**config.mk**
```make
export PLATFORM = sky130hd
export DESIGN_NAME = uart_rx_top
export DESIGN_NICKNAME = d
export VERILOG_FILES = /design/src/rtl/uart_pkg.sv /design/src/rtl/uart_rx.sv /design/src/rtl/uart_rx_top.sv
export SDC_FILE = /design/constraint.sdc
export NUM_CORES = 1
export LEC_CHECK = 0
export ABC_AREA = 1
export ABC_CLOCK_PERIOD_IN_PS = 1900
export CAP_MARGIN = 20
export CORE_MARGIN = 4
export CORE_UTILIZATION = 40
export CTS_BUF_LIST = sky130_fd_sc_hd__clkbuf_4 sky130_fd_sc_hd__clkbuf_8 sky130_fd_sc_hd__clkbuf_16
export DETAILED_ROUTE_END_ITERATION = 12
export GPL_ROUTABILITY_DRIVEN = 1
export GPL_TIMING_DRIVEN = 0
export HOLD_SLACK_MARGIN = 0.08
export PLACE_DENSITY_LB_ADDON = 0.08
export SYNTH_ARGS = -nofsm -noshare
export SYNTH_HDL_FRONTEND = slang
export SYNTH_HIERARCHICAL = 1
export SYNTH_SLANG_ARGS = --single-unit
```
**constraint.sdc**
```tcl
create_clock -name clk -period 1.9 [get_ports clk]
set_input_delay 0.38 -clock clk [delete_from_list [all_inputs] [get_ports clk]]
set_output_delay 0.38 -clock clk [all_outputs]
set_load 0.03 [all_outputs]
```
**src/rtl/uart_pkg.sv**
```systemverilog
// Shared definitions for the UART receive path: byte width, bit-FSM states,
// and a counter-width helper.
package uart_pkg;

    localparam int UART_DATA_BIT = 8;

    typedef enum logic [2:0] {
        IDLE,
        START,
        DATA,
        STOP,
        BREAK
    } rx_state_e;

    // Bits needed to hold values 0..max_val; never less than one bit.
    function automatic int cnt_w(input int max_val);
        return (max_val < 2) ? 1 : $clog2(max_val + 1);
    endfunction

endpackage

```
**src/rtl/uart_rx.sv**
```systemverilog
// Bit-level 8N1 receiver: 2-flop synchronizer plus IDLE/START/DATA/STOP/BREAK FSM.
// Emits single-cycle byte_valid / frame_error strobes in the stop-sample cycle.
module uart_rx
    import uart_pkg::*;
#(
    parameter int CLOCK_PER_BIT = 1000
) (
    input  logic                     clk,
    input  logic                     a_reset_n,
    input  logic                     uart_in,
    output logic                     byte_valid,
    output logic [UART_DATA_BIT-1:0] byte_data,
    output logic                     frame_error,
    output logic                     rx_idle
);

    localparam int CW = cnt_w(CLOCK_PER_BIT - 1);
    localparam int BW = cnt_w(UART_DATA_BIT - 1);
    localparam logic [CW-1:0] HALF_M1  = CW'(CLOCK_PER_BIT / 2 - 1);
    localparam logic [CW-1:0] FULL_M1  = CW'(CLOCK_PER_BIT - 1);
    localparam logic [BW-1:0] LAST_BIT = BW'(UART_DATA_BIT - 1);

    logic [1:0]               sync_q;
    logic                     prev_q;
    rx_state_e                state_q, state_d;
    logic [CW-1:0]            cnt_q, cnt_d;
    logic [BW-1:0]            bit_q, bit_d;
    logic [UART_DATA_BIT-1:0] shreg_q, shreg_d;
    logic                     rx;

    assign rx        = sync_q[1];
    assign byte_data = shreg_q;
    assign rx_idle   = (state_q == IDLE);

    always_ff @(posedge clk or negedge a_reset_n) begin
        if (!a_reset_n) begin
            sync_q  <= 2'b11;
            prev_q  <= 1'b1;
            state_q <= IDLE;
            cnt_q   <= '0;
            bit_q   <= '0;
            shreg_q <= '0;
        end else begin
            sync_q  <= {sync_q[0], uart_in};
            prev_q  <= rx;
            state_q <= state_d;
            cnt_q   <= cnt_d;
            bit_q   <= bit_d;
            shreg_q <= shreg_d;
        end
    end

    always_comb begin
        state_d     = state_q;
        cnt_d       = cnt_q;
        bit_d       = bit_q;
        shreg_d     = shreg_q;
        byte_valid  = 1'b0;
        frame_error = 1'b0;
        case (state_q)
            IDLE: begin
                if (prev_q && !rx) begin
                    state_d = START;
                    cnt_d   = '0;
                end
            end
            START: begin
                if (cnt_q == HALF_M1) begin
                    cnt_d   = '0;
                    bit_d   = '0;
                    // A line already back high at mid start bit was only a glitch.
                    state_d = rx ? IDLE : DATA;
                end else begin
                    cnt_d = cnt_q + CW'(1);
                end
            end
            DATA: begin
                if (cnt_q == FULL_M1) begin
                    cnt_d   = '0;
                    shreg_d = {rx, shreg_q[UART_DATA_BIT-1:1]};
                    if (bit_q == LAST_BIT) begin
                        bit_d   = '0;
                        state_d = STOP;
                    end else begin
                        bit_d = bit_q + BW'(1);
                    end
                end else begin
                    cnt_d = cnt_q + CW'(1);
                end
            end
            STOP: begin
                if (cnt_q == FULL_M1) begin
                    cnt_d = '0;
                    if (rx) begin
                        byte_valid = 1'b1;
                        state_d    = IDLE;
                    end else begin
                        frame_error = 1'b1;
                        state_d     = BREAK;
                    end
                end else begin
                    cnt_d = cnt_q + CW'(1);
                end
            end
            BREAK: begin
                if (rx) state_d = IDLE;
            end
            default: state_d = IDLE;
        endcase
    end

endmodule

```
**src/rtl/uart_rx_top.sv**
```systemverilog
// UART receiver packing bytes MSB-first into DATA_WIDTH-bit words.
// Optional partial-word idle timeout enabled by defining UART_RX_TIMEOUT_EN.
module uart_rx_top
    import uart_pkg::*;
#(
    parameter int DATA_WIDTH    = 16,
    parameter int CLOCK_PER_BIT = 1000,
    parameter int TIMEOUT_BITS  = 32
) (
    input  logic                  clk,
    input  logic                  a_reset_n,
    input  logic                  uart_in,
    output logic                  data_valid,
    output logic [DATA_WIDTH-1:0] data_out,
    output logic                  frame_error,
    output logic                  timeout
);

    localparam int NBYTES = DATA_WIDTH / UART_DATA_BIT;
    localparam int BCW    = cnt_w(NBYTES - 1);
    localparam logic [BCW-1:0] LAST_BYTE = BCW'(NBYTES - 1);

    logic                     rx_bvalid, rx_ferr, rx_idle;
    logic [UART_DATA_BIT-1:0] rx_byte;

    logic [DATA_WIDTH-1:0] word_q, word_d, word_shift;
    logic [BCW-1:0]        bcnt_q, bcnt_d;
    logic [DATA_WIDTH-1:0] dout_q, dout_d;
    logic                  dv_q, dv_d, fe_q, fe_d, to_q, to_d;
    logic                  tout_hit;

    uart_rx #(
        .CLOCK_PER_BIT(CLOCK_PER_BIT)
    ) u_rx (
        .clk        (clk),
        .a_reset_n  (a_reset_n),
        .uart_in    (uart_in),
        .byte_valid (rx_bvalid),
        .byte_data  (rx_byte),
        .frame_error(rx_ferr),
        .rx_idle    (rx_idle)
    );

    generate
        if (NBYTES == 1) begin : g_single
            assign word_shift = rx_byte;
        end else begin : g_multi
            assign word_shift = {word_q[DATA_WIDTH-UART_DATA_BIT-1:0], rx_byte};
        end
    endgenerate

`ifdef UART_RX_TIMEOUT_EN
    localparam int TO_MAX = TIMEOUT_BITS * CLOCK_PER_BIT;
    localparam int ICW    = cnt_w(TO_MAX - 1);

    logic [ICW-1:0] idle_q, idle_d;

    // Any start edge leaves IDLE, which clears the count on the next cycle.
    assign tout_hit = rx_idle && (bcnt_q != '0) && (idle_q == ICW'(TO_MAX - 1));

    always_comb begin
        idle_d = '0;
        if (rx_idle && (bcnt_q != '0) && !tout_hit) idle_d = idle_q + ICW'(1);
    end

    always_ff @(posedge clk or negedge a_reset_n) begin
        if (!a_reset_n) idle_q <= '0;
        else            idle_q <= idle_d;
    end
`else
    logic unused_idle;
    assign unused_idle = rx_idle;
    assign tout_hit    = 1'b0;
`endif

    always_comb begin
        word_d = word_q;
        bcnt_d = bcnt_q;
        dout_d = dout_q;
        dv_d   = 1'b0;
        fe_d   = rx_ferr;
        to_d   = 1'b0;
        if (rx_ferr) begin
            word_d = '0;
            bcnt_d = '0;
        end else if (rx_bvalid) begin
            word_d = word_shift;
            if (bcnt_q == LAST_BYTE) begin
                dout_d = word_shift;
                dv_d   = 1'b1;
                bcnt_d = '0;
            end else begin
                bcnt_d = bcnt_q + BCW'(1);
            end
        end else if (tout_hit) begin
            word_d = '0;
            bcnt_d = '0;
            to_d   = 1'b1;
        end
    end

    always_ff @(posedge clk or negedge a_reset_n) begin
        if (!a_reset_n) begin
            word_q <= '0;
            bcnt_q <= '0;
            dout_q <= '0;
            dv_q   <= 1'b0;
            fe_q   <= 1'b0;
            to_q   <= 1'b0;
        end else begin
            word_q <= word_d;
            bcnt_q <= bcnt_d;
            dout_q <= dout_d;
            dv_q   <= dv_d;
            fe_q   <= fe_d;
            to_q   <= to_d;
        end
    end

    assign data_valid  = dv_q;
    assign data_out    = dout_q;
    assign frame_error = fe_q;
    assign timeout     = to_q;

endmodule

```
Word level (Yosys, flattened, before mapping)
Index checks and enable logic that the tools add are counted.

Register bits after elaboration: 54. Bits of input ports: 3. Output and inout bits: 19. Logic and storage cells: 71.

Add/subtract/negate cells: 3. Equal/unequal tests: 13. Mux-type cells: 31. Bitwise gates (word level): 1. Reductions and logical operators: 12.

Operators with widths (count): $mux W10 (3); $mux W3 (10); $pmux W10 S3 (1); $mux W8 (2); $pmux W3 S5 (1); $mux W1 (12); $ne A2 B1 Y1 const B (6); $add A10 B1 Y10 const B (1); $eq A10 B10 Y1 const B (1); $eq A10 B9 Y1 const B (1); $eq A3 B2 Y1 const B (2); $eq A3 B3 Y1 const B (2); $pmux W3 S2 (1); $reduce_and A3 Y1 (2); $reduce_and A6 Y1 (1); $reduce_and A2 Y1 (2); $reduce_bool A2 Y1 (2); $add A3 B1 Y3 const B (1); $eq A3 B1 Y1 const B (1); $logic_not A3 Y1 (1); $reduce_bool A3 Y1 (1); $mux W2 (1); $reduce_or A2 Y1 (1); $add A1 B1 Y1 const B (1); 3 further kinds (3).

Longest topological paths before layout
Depth after elaboration: 5. Depth in mapped cells: 10.

Modules after synthesis
The synthesis kept the hierarchy.

By module, submodules not included: uart_rx (times used 1, cells each 180, area each 1522.7 sq um, sequential area each 679.4 sq um); uart_rx_top (times used 1, cells each 116, area each 1111.1 sq um, sequential area each 675.6 sq um).

Worst setup path before layout
No wires, ideal clock.

Path type: register to register. Start: register u_rx.cnt_q[0]. End: register dout_q[1] (netlist: data_out[1]). Arrival time: 1.615 ns. Slack: 0.168 ns. Stages on the path, launching flop included: 10. Path buffers: 1. Path through: dfrtp_1 ha_1 nand2_1 nor4_1 nand3_1 nor2_1 inv_2 buf_2 nand4_1 nand2_1.

Cells in the longest elaborated chain, start to end: 5.

RTL lines: start, declared (RTL line uart_rx.sv:26) `logic [CW-1:0] cnt_q, cnt_d;`; start signal, assigned (RTL line uart_rx.sv:47) `cnt_q <= cnt_d;`; $eq A10 B10 Y1 (RTL line uart_rx.sv:92) `if (cnt_q == FULL_M1) begin`; $mux W1 (RTL line uart_rx.sv:92); $mux W1 (RTL line uart_rx.sv:60) `case (state_q)`; via fe_d (RTL line uart_rx_top.sv:29) `logic dv_q, dv_d, fe_q, fe_d, to_q, to_d;`; $not A1 Y1 (no line); $reduce_and A3 Y1 (no line); end signal, assigned (RTL line uart_rx_top.sv:113) `dout_q <= dout_d;`; end, declared (RTL line uart_rx_top.sv:28) `logic [DATA_WIDTH-1:0] dout_q, dout_d;`.

The timed path passes the listed nets, and every way through them passes these cells. A chain may end at the register's enable or synchronous reset.

Worst setup path in the final report
Start: register u_rx.cnt_q[3]. End: register word_q[4].

Cells in the longest elaborated chain, start to end: 4.

RTL lines: $eq A10 B10 Y1 (*) (RTL line uart_rx.sv:92); $mux W1 (*) (RTL line uart_rx.sv:92); $mux W1 (*) (RTL line uart_rx.sv:60); via fe_d (RTL line uart_rx_top.sv:29); $mux W8 / $reduce_bool A2 Y1 (equally long branches); end signal, assigned (RTL line uart_rx_top.sv:111) `word_q <= word_d;`; end, declared (RTL line uart_rx_top.sv:26) `logic [DATA_WIDTH-1:0] word_q, word_d, word_shift;`.

Mark *: on every way through the listed nets, which the timed path passes. The rest lies on a longest branch.

==> impl_metrics.py <==
metrics = {
    "run_status": {
        "outcome": "finished clean",
    },
    "sta": {
        "drv_slew": 0,
        "fin_crit_sh_pct": 92.8,
        "max_slew_margin_pct": 62.2,
        "clock_skew_ns": 0.0159,
        "min_period_ns": 1.76,
        "hold_viol_final": 0,
        "rsz0062_at_grt": "false",
        "worst_pin_slew_ns": 0.567,
        "fmax_mhz": 567,
        "setup_viol_count_final": 0,
    },
    "setup_path": {
        "r2r_setup_slack_ns": 0.14,
        "worstPathRequired_ns": 2.11,
        "slowest_delay_ns": 0.43,
        "cp-start-kind": "flip-flop",
        "reg2reg_depth": 9,
        "critPathSlowestCell": "dfrtp_1",
        "reg2reg_to": "word_q[4]$_DFFE_PN0P_",
        "rr_startpoint": "u_rx/cnt_q[3]$_DFFE_PN0P_",
        "end_kind": "flip-flop",
        "critical_path_class": "reg2reg",
        "crit_chain": "inv_2, nand2_2, nor4_4, nand3_2, nor2_4, inv_2, buf_2, nand3_1, nand2_1",
        "crit_path_max_fanout": 10,
        "cp.arrival_ns": 1.97,
        "cp_common_cell": "inv_2",
    },
    "placed_design": {
        "placed_cells": 393,
        "place_congestion": 0.815,
        "dpl_cell_area_um2": 2940,
        "place.detailed.hpwl_um": 3620,
        "port_buffers": 20,
    },
    "hold_path": {
        "min_to": "u_rx/sync_q[1]$_DFF_PN1_",
        "hold_class": "reg2reg",
        "holdPathStages": 0,
        "min_from": "u_rx/sync_q[0]$_DFF_PN1_",
    },
    "grt": {
        "grt-ovfl-total": 0,
        "antenna_found_initial": 0,
        "grt_max_degree": 32,
        "grt_pass1_vias": 1927,
        "grt_use_total_pct": 14.3,
        "grt_pass1_wl_um": 8890,
    },
    "power": {
        "p_leak_nw": 1.52,
        "ir_worst_vdd_mv": 0.561,
        "power_density_nw_per_um2": 870,
    },
    "routing": {
        "post_drt_wl_per_cell_um": 12.6,
        "routed_via_density": 4.97,
        "routed_wl_um": 5170,
        "vias": 2033,
        "firstDrtPassIters": 4,
        "drc_errors": 0,
        "drt_iter0_drc": 105,
        "detail-route-antenna-nets": 0,
    },
    "synth": {
        "syn_nets": 301,
        "syn_inst": 295,
        "yosys_warnings": 6,
        "avgSynthCellArea_um2": 8.92,
        "netlist_area_um2": 2630,
    },
    "cells_and_area": {
        "area_growth_pct": 20.5,
        "diodes": 0,
        "layout.cells.non_filler": 409,
        "drive_gt1_share_pct": 24.1,
        "fin_nets": 337,
        "postLayoutCellArea_um2": 3170,
    },
    "floorplan": {
        "start_util_pct": 41.4,
        "row_count": 29,
        "core-area_um2": 6350,
        "die_area_um2": 7940,
        "die_h_um": 89.1,
        "ios": 22,
        "die_w_um": 89.1,
    },
    "job": {
        "drv_cap": 0,
    },
    "cts": {
        "clock_latency_ns": 0.31,
        "numCtsBuffers": 5,
        "clockBufferDepth": 2,
        "cts_root_buffer": "clkbuf_8",
        "htreeDepth": 2,
        "cts_tree": "built",
        "clk_pin_slew_worst_paths_ns": 0.10,
        "clock-sinks": 54,
    },
}
[per-layer routing]
| layer | up-vias | GRT usage (%) | share of wire (%) |
|---|---|---|---|
| met4 | 0 | 4.47 | 1.1 |
| met2 | 49 | 24.6 | 50 |
| li1 | 1017 | - | - |
| met5 | - | 0 | 0 |
| met1 | 958 | 17.9 | 44 |
| met3 | 9 | 3.23 | 4.7 |
[per-stage QoR]
step,hold WS (ns),power (W),setup WS (ns),TNS (ns),util (%)
after floorplan,0.0844,0.00180,0.168,0,-
after global placement,0.346,0.00193,-1.27,-70.31,46.1
after detailed placement,0.352,0.00194,-0.220,-4.22,46.3
after CTS,0.367,0.00279,0.0288,0,49.1
after global routing,0.373,0.00294,0.00296,0,49.9
final,0.364,0.00276,0.137,0,49.9
[cell usage in the layout, fill, tap and decap left out, types with 4 or more instances in the layout]
cell type        instances
nand2_1                 82
clkdlybuf4s50_1         19
buf_4                   11
inv_1                   24
nor2_1                  19
nor2_4                   5
a21oi_2                  7
o21ai_2                  4
buf_6                    4
inv_2                    6
nor2_2                  10
clkbuf_8                 5
nand3_1                 19
dfrtp_1                 51
nand4_1                 18
o21ai_0                  6
nand2_2                  8
[final cells by class]
cell class	instances	area, um^2
Inverter	30	113
Fill cell	615	3180
Tap cell	77	96.3
Clock buffer	5	68.8
Sequential cell	54	1360
Clock inverter	3	47.5
Timing Repair Buffer	29	278
Multi-Input combinational cell	201	1120
Buffer	10	87.6
[registers in the layout (all words and copies together), names as in the netlist]
register / cells
data_out: 16
u_rx/cnt_q: 10
u_rx/byte_data: 8
word_q: 8
u_rx/bit_q: 3
u_rx/state_q: 3
u_rx/sync_q: 2
bcnt_q: 1
data_valid: 1
frame_error: 1
u_rx/prev_q: 1
[worst max-delay path: cells and delay by family, from the launching register on]
| family | cells | cell delay (ns) |
|---|---|---|
| buffers and inverters | 3 | 0.39 |
| DFF | 1 | 0.43 |
| and+or+nand+nor | 6 | 0.85 |
[power by group]
part | switching [W] | leakage [nW] | internal, W
sequential | 0.0000595 | 0.736 | 0.00122
combinational | 0.000450 | 0.725 | 0.000227
clock | 0.000399 | 0.0587 | 0.000400
[what timing repair did]
action                                  in CTS  in global routing
resized for setup                            6                  7
endpoints found under the setup margin      26                 24
gates cloned                                 0                  0
hold buffers                                 1                  0
hold endpoints to repair                    23                  0
pin swaps                                    3                  3
setup buffers                                4                  3
[worst max path at each step]
stage,cells after the start,startpoint,to
after floorplan,9,u_rx/cnt_q[0]$_DFFE_PN0P_,data_out[1]$_DFFE_PN0P_
after global placement,1,a_reset_n,u_rx/state_q[0]$_DFFE_PN0P_
after detailed placement,9,u_rx/cnt_q[0]$_DFFE_PN0P_,data_out[3]$_DFFE_PN0P_
after CTS,9,u_rx/cnt_q[1]$_DFFE_PN0P_,data_out[7]$_DFFE_PN0P_
after global routing,9,u_rx/cnt_q[3]$_DFFE_PN0P_,data_out[11]$_DFFE_PN0P_
final,9,u_rx/cnt_q[3]$_DFFE_PN0P_,word_q[4]$_DFFE_PN0P_
No activity file was read; power rests on OpenSTA's default activity.
